===== src/rtl/led_arbiter.sv =====
// led_arbiter
//   Round-robin owner of the board's 8 user LEDs. Each requester that wins
//   keeps the LEDs for at least HOLD_CYCLES clocks so its pattern is
//   readable by a person. The hold still runs after an owner drops its
//   request (LINGER). When nobody owns the LEDs, an idle value is shown.
//
// Optional feature macro: LED_ARB_IDLE_COUNT_EN
//   When defined, a 32-bit free-running counter is built, and in IDLE the
//   LEDs show ~counter[31:24]. When not defined, IDLE shows IDLE_PATTERN.
//
// Parameters
//   NREQ         number of requesters (2..8)
//   HOLD_CYCLES  minimum ownership time in clocks (>=1)
//   IDLE_PATTERN LED value when unowned
// Ports
//   clock  in   rising-edge clock
//   reset  in   synchronous active-high reset
//   req    in   [NREQ]   level request per requester
//   data   in   [8*NREQ] LED value per requester, requester i at [8i+7:8i]
//   grant  out  [NREQ]   registered owner, one-hot or zero
//   leds   out  [8]      registered LED drive
module led_arbiter #(
    parameter int          NREQ         = 4,
    parameter int          HOLD_CYCLES  = 1330000,
    parameter logic [7:0]  IDLE_PATTERN = 8'b10101010
) (
    input  logic                clock,
    input  logic                reset,
    input  logic [NREQ-1:0]     req,
    input  logic [8*NREQ-1:0]   data,
    output logic [NREQ-1:0]     grant,
    output logic [7:0]          leds
);

    localparam int IW = $clog2(NREQ);
    localparam int HW = $clog2(HOLD_CYCLES + 1);

    typedef enum logic [1:0] {IDLE, OWN, LINGER} state_t;

    state_t          state_q, state_d;
    logic [IW-1:0]   owner_q, owner_d;
    logic [IW-1:0]   last_q, last_d;
    logic [HW-1:0]   hold_q, hold_d;
    logic [NREQ-1:0] grant_q, grant_d;
    logic [7:0]      leds_q, leds_d;

    logic [7:0]      idle_val;
`ifdef LED_ARB_IDLE_COUNT_EN
    logic [31:0]     cnt_q, cnt_d;

    always_comb begin
        cnt_d    = cnt_q + 32'd1;
        idle_val = ~cnt_q[31:24];
    end
`else
    always_comb begin
        idle_val = IDLE_PATTERN;
    end
`endif

    // Round-robin search starting just after the previous winner, so the
    // previous winner is always the last candidate considered.
    logic          arb_found;
    logic [IW-1:0] arb_idx;

    always_comb begin
        int idx;
        idx       = 0;
        arb_found = 1'b0;
        arb_idx   = '0;
        for (int k = 1; k <= NREQ; k++) begin
            idx = int'(last_q) + k;
            if (idx >= NREQ) idx = idx - NREQ;
            if (!arb_found && req[idx]) begin
                arb_found = 1'b1;
                arb_idx   = IW'(idx);
            end
        end
    end

    logic [7:0]    owner_data;
    logic [HW-1:0] hold_dec;
    logic          others_req;
    logic          arb;

    assign owner_data = data[8*int'(owner_q) +: 8];
    assign hold_dec   = (hold_q != '0) ? hold_q - HW'(1) : hold_q;
    // grant_q is the owner's one-hot in OWN, so this masks the owner out.
    assign others_req = (req & ~grant_q) != '0;

    always_comb begin
        state_d = state_q;
        owner_d = owner_q;
        last_d  = last_q;
        hold_d  = hold_q;
        grant_d = grant_q;
        leds_d  = leds_q;
        arb     = 1'b0;

        case (state_q)
            IDLE: begin
                leds_d = idle_val;
                arb    = 1'b1;
            end
            OWN: begin
                leds_d = owner_data;
                hold_d = hold_dec;
                if (!req[owner_q]) begin
                    if (hold_q == '0) begin
                        arb = 1'b1;
                    end else begin
                        // Owner left early: release the grant but keep its
                        // last pattern on the LEDs until the hold expires.
                        grant_d = '0;
                        state_d = LINGER;
                    end
                end else if (hold_q == '0 && others_req) begin
                    arb = 1'b1;
                end
            end
            LINGER: begin
                hold_d = hold_dec;
                if (hold_q == '0) arb = 1'b1;
            end
            default: begin
                state_d = IDLE;
                grant_d = '0;
            end
        endcase

        if (arb) begin
            if (arb_found) begin
                owner_d          = arb_idx;
                last_d           = arb_idx;
                grant_d          = '0;
                grant_d[arb_idx] = 1'b1;
                hold_d           = HW'(HOLD_CYCLES - 1);
                state_d          = OWN;
            end else begin
                grant_d = '0;
                state_d = IDLE;
            end
        end
    end

    always_ff @(posedge clock) begin
        if (reset) begin
            state_q <= IDLE;
            owner_q <= '0;
            last_q  <= IW'(NREQ - 1);
            hold_q  <= '0;
            grant_q <= '0;
            leds_q  <= IDLE_PATTERN;
`ifdef LED_ARB_IDLE_COUNT_EN
            cnt_q   <= '0;
`endif
        end else begin
            state_q <= state_d;
            owner_q <= owner_d;
            last_q  <= last_d;
            hold_q  <= hold_d;
            grant_q <= grant_d;
            leds_q  <= leds_d;
`ifdef LED_ARB_IDLE_COUNT_EN
            cnt_q   <= cnt_d;
`endif
        end
    end

    assign grant = grant_q;
    assign leds  = leds_q;

endmodule


===== config.mk =====
export PLATFORM = sky130hd
export DESIGN_NAME = led_arbiter
export DESIGN_NICKNAME = d
export VERILOG_FILES = /design/src/rtl/led_arbiter.sv
export SDC_FILE = /design/constraint.sdc
export NUM_CORES = 1
export LEC_CHECK = 0
export CAP_MARGIN = 20
export CORE_UTILIZATION = 47
export CTS_BUF_LIST = sky130_fd_sc_hd__clkbuf_4
export DETAILED_ROUTE_END_ITERATION = 10
export PLACE_DENSITY = 0.88
export SLEW_MARGIN = 20
export SYNTH_ARGS = -nofsm -noshare
export SYNTH_HDL_FRONTEND = slang
export SYNTH_SLANG_ARGS = --single-unit

===== constraint.sdc =====
create_clock -name clock -period 2.2 [get_ports clock]
set_clock_uncertainty 0.15 [all_clocks]
set_input_delay 0.33 -clock clock [delete_from_list [all_inputs] [get_ports clock]]
set_output_delay 0.33 -clock clock [all_outputs]
set_load 0.02 [all_outputs]

==> metrics <==
post-synth cell types 58; CTS clk-pin slew, worst paths 0.12 ns; final hold violations 0; I/O pins 50; fin crit period around 2.3 ns; Max Clock Freq roughly 440 MHz; Worst path slowest cell or4_4; fillers 280; Nets 366; Async S/R FF share, synth 0%; largest net degree at the start of global routing 17; port bufs 49; Max Cap Violations 0; reg2reg path depth 5; Final Wtd Congestion 0.8562; Tot Pwr about 3.9 mW; RR Endpoint hold_q[11]; wl on met1 2.842 mm; Synth Area per Inst 9.591 µm²; Worst Setup EP hold_q[11]; number of DRC markers in iteration 0 between 100 and 150; met2 WL post-DR roughly 3.5 mm; Int Pwr 2.211 mW; hold_ws 0.3429 ns; Clock Sinks 39; top cell type's share of synthesized area between 30% and 40%; layout cell share with drive strength beyond 1 30.34%; Placed Area around 0.0031 mm²; final instance area approximately 0.0033 mm²; Inst Count DP 366; CTS tree built; worst vdd ir 0.0007328 V; Adder-Cell Fraction of Synth Area 2.800%; initial antenna violation count 0; mapped cell area 0.002235 mm²; DP HPWL approximately 4.7 mm; Total Routing Usage GR 27.70%; CP Depth 5; Synth Flop Type dfxtp_1; largest family of logic cells by synthesized area compound AO/OA/AOI/OAI gates; largest cells by area after synthesis dfxtp_1 (35%), mux4_2 (9.1%), a21oi_1 (4.3%); Setup violations, final 7; worst min path class flop to flop; CP Cell Sequence or4_4, nor4_4, o211ai_4, or4b_4, nand3_2; Relative slew margins 70.51%; CP Class flop to flop; mux cell area share after synthesis 9.518%; switch share 42.69%; drt via density 6.163; gr ovfl total 0; crit-path max cell delay 0.59 ns; drt pass-1 iters 4; syn nets 276; Setup crit start kind flop; Worst Path Arrival 2.43 ns; Residual DRC 0; area grow syn2layout 46.98%; top sig layer met4; Mapped Cells 233; number of global-route vias before repair 2313; chip width 70.96 µm; clock root buffer clkbuf_4; number of flops mapped to enable cells by yosys 0; Yosys top cell by area dfxtp_1; Yosys Warn Count 0; hold_buf cts 0; Compound-Gate Fraction of Synth Area between 20% and 30%; Critical Path Source hold_q[4]; Routed Antenna Nets 0; FF-to-FF Start hold_q[4]; cell family with most CP delay simple AND/OR/NAND/NOR gates; final period utilization 103.1%; fin. max-slew vios 0; Die Y 70.96 µm; Leakage 1.228 nW; global-route wire length before repair 10.83 mm; crit path max fanout 5; Simple-Gate Fraction of Synth Area 20.21%; share of power burned in combinational logic 58.6%; hold_sp hold_q[20]; RSZ-0062 raised after global routing true; WL/cell 18.22 µm; Reg power frac between 20 and 30%; starting density of the core between 40 and 50%; worst-margin pin slew 0.4383 ns; Post-Synth XOR/XNOR Area 4.311%; CP bufs+invs 0; Final Instance Count excl. Fillers about 380; violated checks negative setup slack; reg-to-reg slack, setup -0.07 ns; post-synthesis sequential area ratio 34.94%; clock power share 12.8%; Core Area around 0.0045 mm²; Net Sw Power ~1.6 mW; Num CTS Buffers 5; # rows 24; area occupied by multi-input gates 0.001476 mm²; crit end category flop; PwrDens around 1200 mW/mm²; Skew-Pair Late Insertion Delay 0.36 ns; CP Data Required Time approximately 2.4 ns; synthesized flop and latch total 39; Setup WS post-layout -0.06818 ns; WL met3 ~320 µm; Die ar. 0.005035 mm²; via count approximately 2.3k; Reg area 787.0 µm²; Ant. Diodes 0; CTS H-tree lvls 2; Max Root-Sink Buffers 2; status finished, violations left; Post-Route WL 6.832 mm
## synth_stat cells, types with 2 or more instances
| cell | number |
|---|---|
| dfxtp_1 | 39 |
| a21oi_1 | 19 |
| nor2_1 | 14 |
| nor3_1 | 14 |
| inv_1 | 13 |
| o21ai_0 | 11 |
| mux4_2 | 9 |
| xor2_1 | 8 |
| clkbuf_1 | 6 |
| o31ai_1 | 6 |
| ha_1 | 5 |
| nand2b_1 | 5 |
| nor2b_1 | 5 |
| nor4_1 | 5 |
| o211ai_1 | 5 |
| a32o_1 | 4 |
| nor3b_1 | 4 |
| or3_1 | 4 |
| or4_1 | 4 |
| nand2_1 | 3 |
| nand3_1 | 3 |
| o22ai_1 | 3 |
| xnor2_1 | 3 |
| a21o_1 | 2 |
| buf_6 | 2 |
| nand4_1 | 2 |
| o21ai_2 | 2 |
| o31a_1 | 2 |
| or2_2 | 2 |
## metrics by stage
| stage | setup TNS (ns) | util, % | setup WS [ns] |
|---|---|---|---|
| after floorplan | 0 | - | 0.02153 |
| after global placement | -1.876 | 68.20 | -0.1564 |
| after detailed placement | -3.193 | 68.20 | -0.2519 |
| after CTS | -0.03144 | 70.69 | -0.02969 |
| after global routing | -0.9570 | 73.41 | -0.1384 |
| final | -0.1987 | 73.41 | -0.06818 |
## cells in the final DEF (no fill, tap or decap), drive strengths merged, types with 3 or more instances in the layout
cell type      instances
a32o                   4
a2111oi                3
nand2                  3
o22ai                  3
nor4                   6
nor2b                  5
inv                   13
nand3                  4
ha                     5
xor2                   8
nor3b                  4
a21oi                 19
clkdlybuf4s50         49
o21ai                 14
nor2                  14
mux4                   9
o211ai                 6
xnor2                  3
or3                    4
dfxtp                 39
buf                   44
o31ai                  6
or4                    6
nor3                  15
clkbuf                 6
nand2b                 5
## how the worst min path moves through the flow
stage	slack, ns	endpoint	depth (start not counted)
finish	0.34	hold_q[20]	2
detailed placement	0.32	hold_q[20]	2
global route	0.36	hold_q[20]	2
floorplan	0.29	hold_q[20]	2
global placement	0.30	hold_q[20]	2
CTS	0.34	hold_q[20]	2
## power by group through the flow
stage          Combinational, mW  Clock (mW)  Sequential [mW]
3_5_place_dp                2.00           0             1.09
4_1_cts                     2.07       0.496             1.08
2_1_floorplan               1.17           0             1.14
5_1_grt                     2.41       0.525             1.13
3_3_place_gp                1.93           0             1.08
6_report                    2.26       0.495             1.10
## worst register-to-register path, delay by kind of cell (launching register included)
family             cells  cell delay [ns]
and+or+nand+nor        4             1.58
DFF                    1             0.34
AOI/OAI and AO/OA      1             0.17
## sequential cells by signal, summed over array words and instances (netlist names)
register / flops
state_q: 2
hold_q: 21
owner_q: 2
leds: 8
grant: 4
last_q: 2
## layer usage
| layer | vias to the layer above | GRT usage [%] |
|---|---|---|
| li1 | 1076 | - |
| met1 | 1139 | 33.24 |
| met2 | 80 | 46.37 |
| met3 | 16 | 6.980 |
| met4 | 0 | 13.56 |
| met5 | - | 0 |
## cell families (layout without fill, tap and decap cells)
kind of cell             after synthesis  after routing
AO/OA/AOI/OAI                         71             71
multiplexers                          10             10
XOR/XNOR                              11             11
flip-flops                            39             39
AND/OR/NAND/NOR                       74             74
adder cells (fa/ha/maj)                5              5
buffers and inverters                 23            113
## timing repair
| item | in CTS | in global routing |
|---|---|---|
| gates resized for setup | 7 | 28 |
| buffers inserted | 1 | 2 |
| pin swaps | 4 | 18 |
| hold endpoints to repair | 0 | 0 |
| setup endpoints to repair | 25 | 21 |
## cell type report
| cell class | instances | area share, % |
|---|---|---|
| multi-input cells | 171 | 44.95 |
| repair buffers | 93 | 25.33 |
| flip-flops and latches | 39 | 23.96 |
| well taps | 52 | 1.981 |
| inverters | 13 | 1.486 |
| clock buffers | 6 | 1.371 |
| clock inverters | 1 | 0.9143 |
No activity file was read; power rests on OpenSTA's default activity.
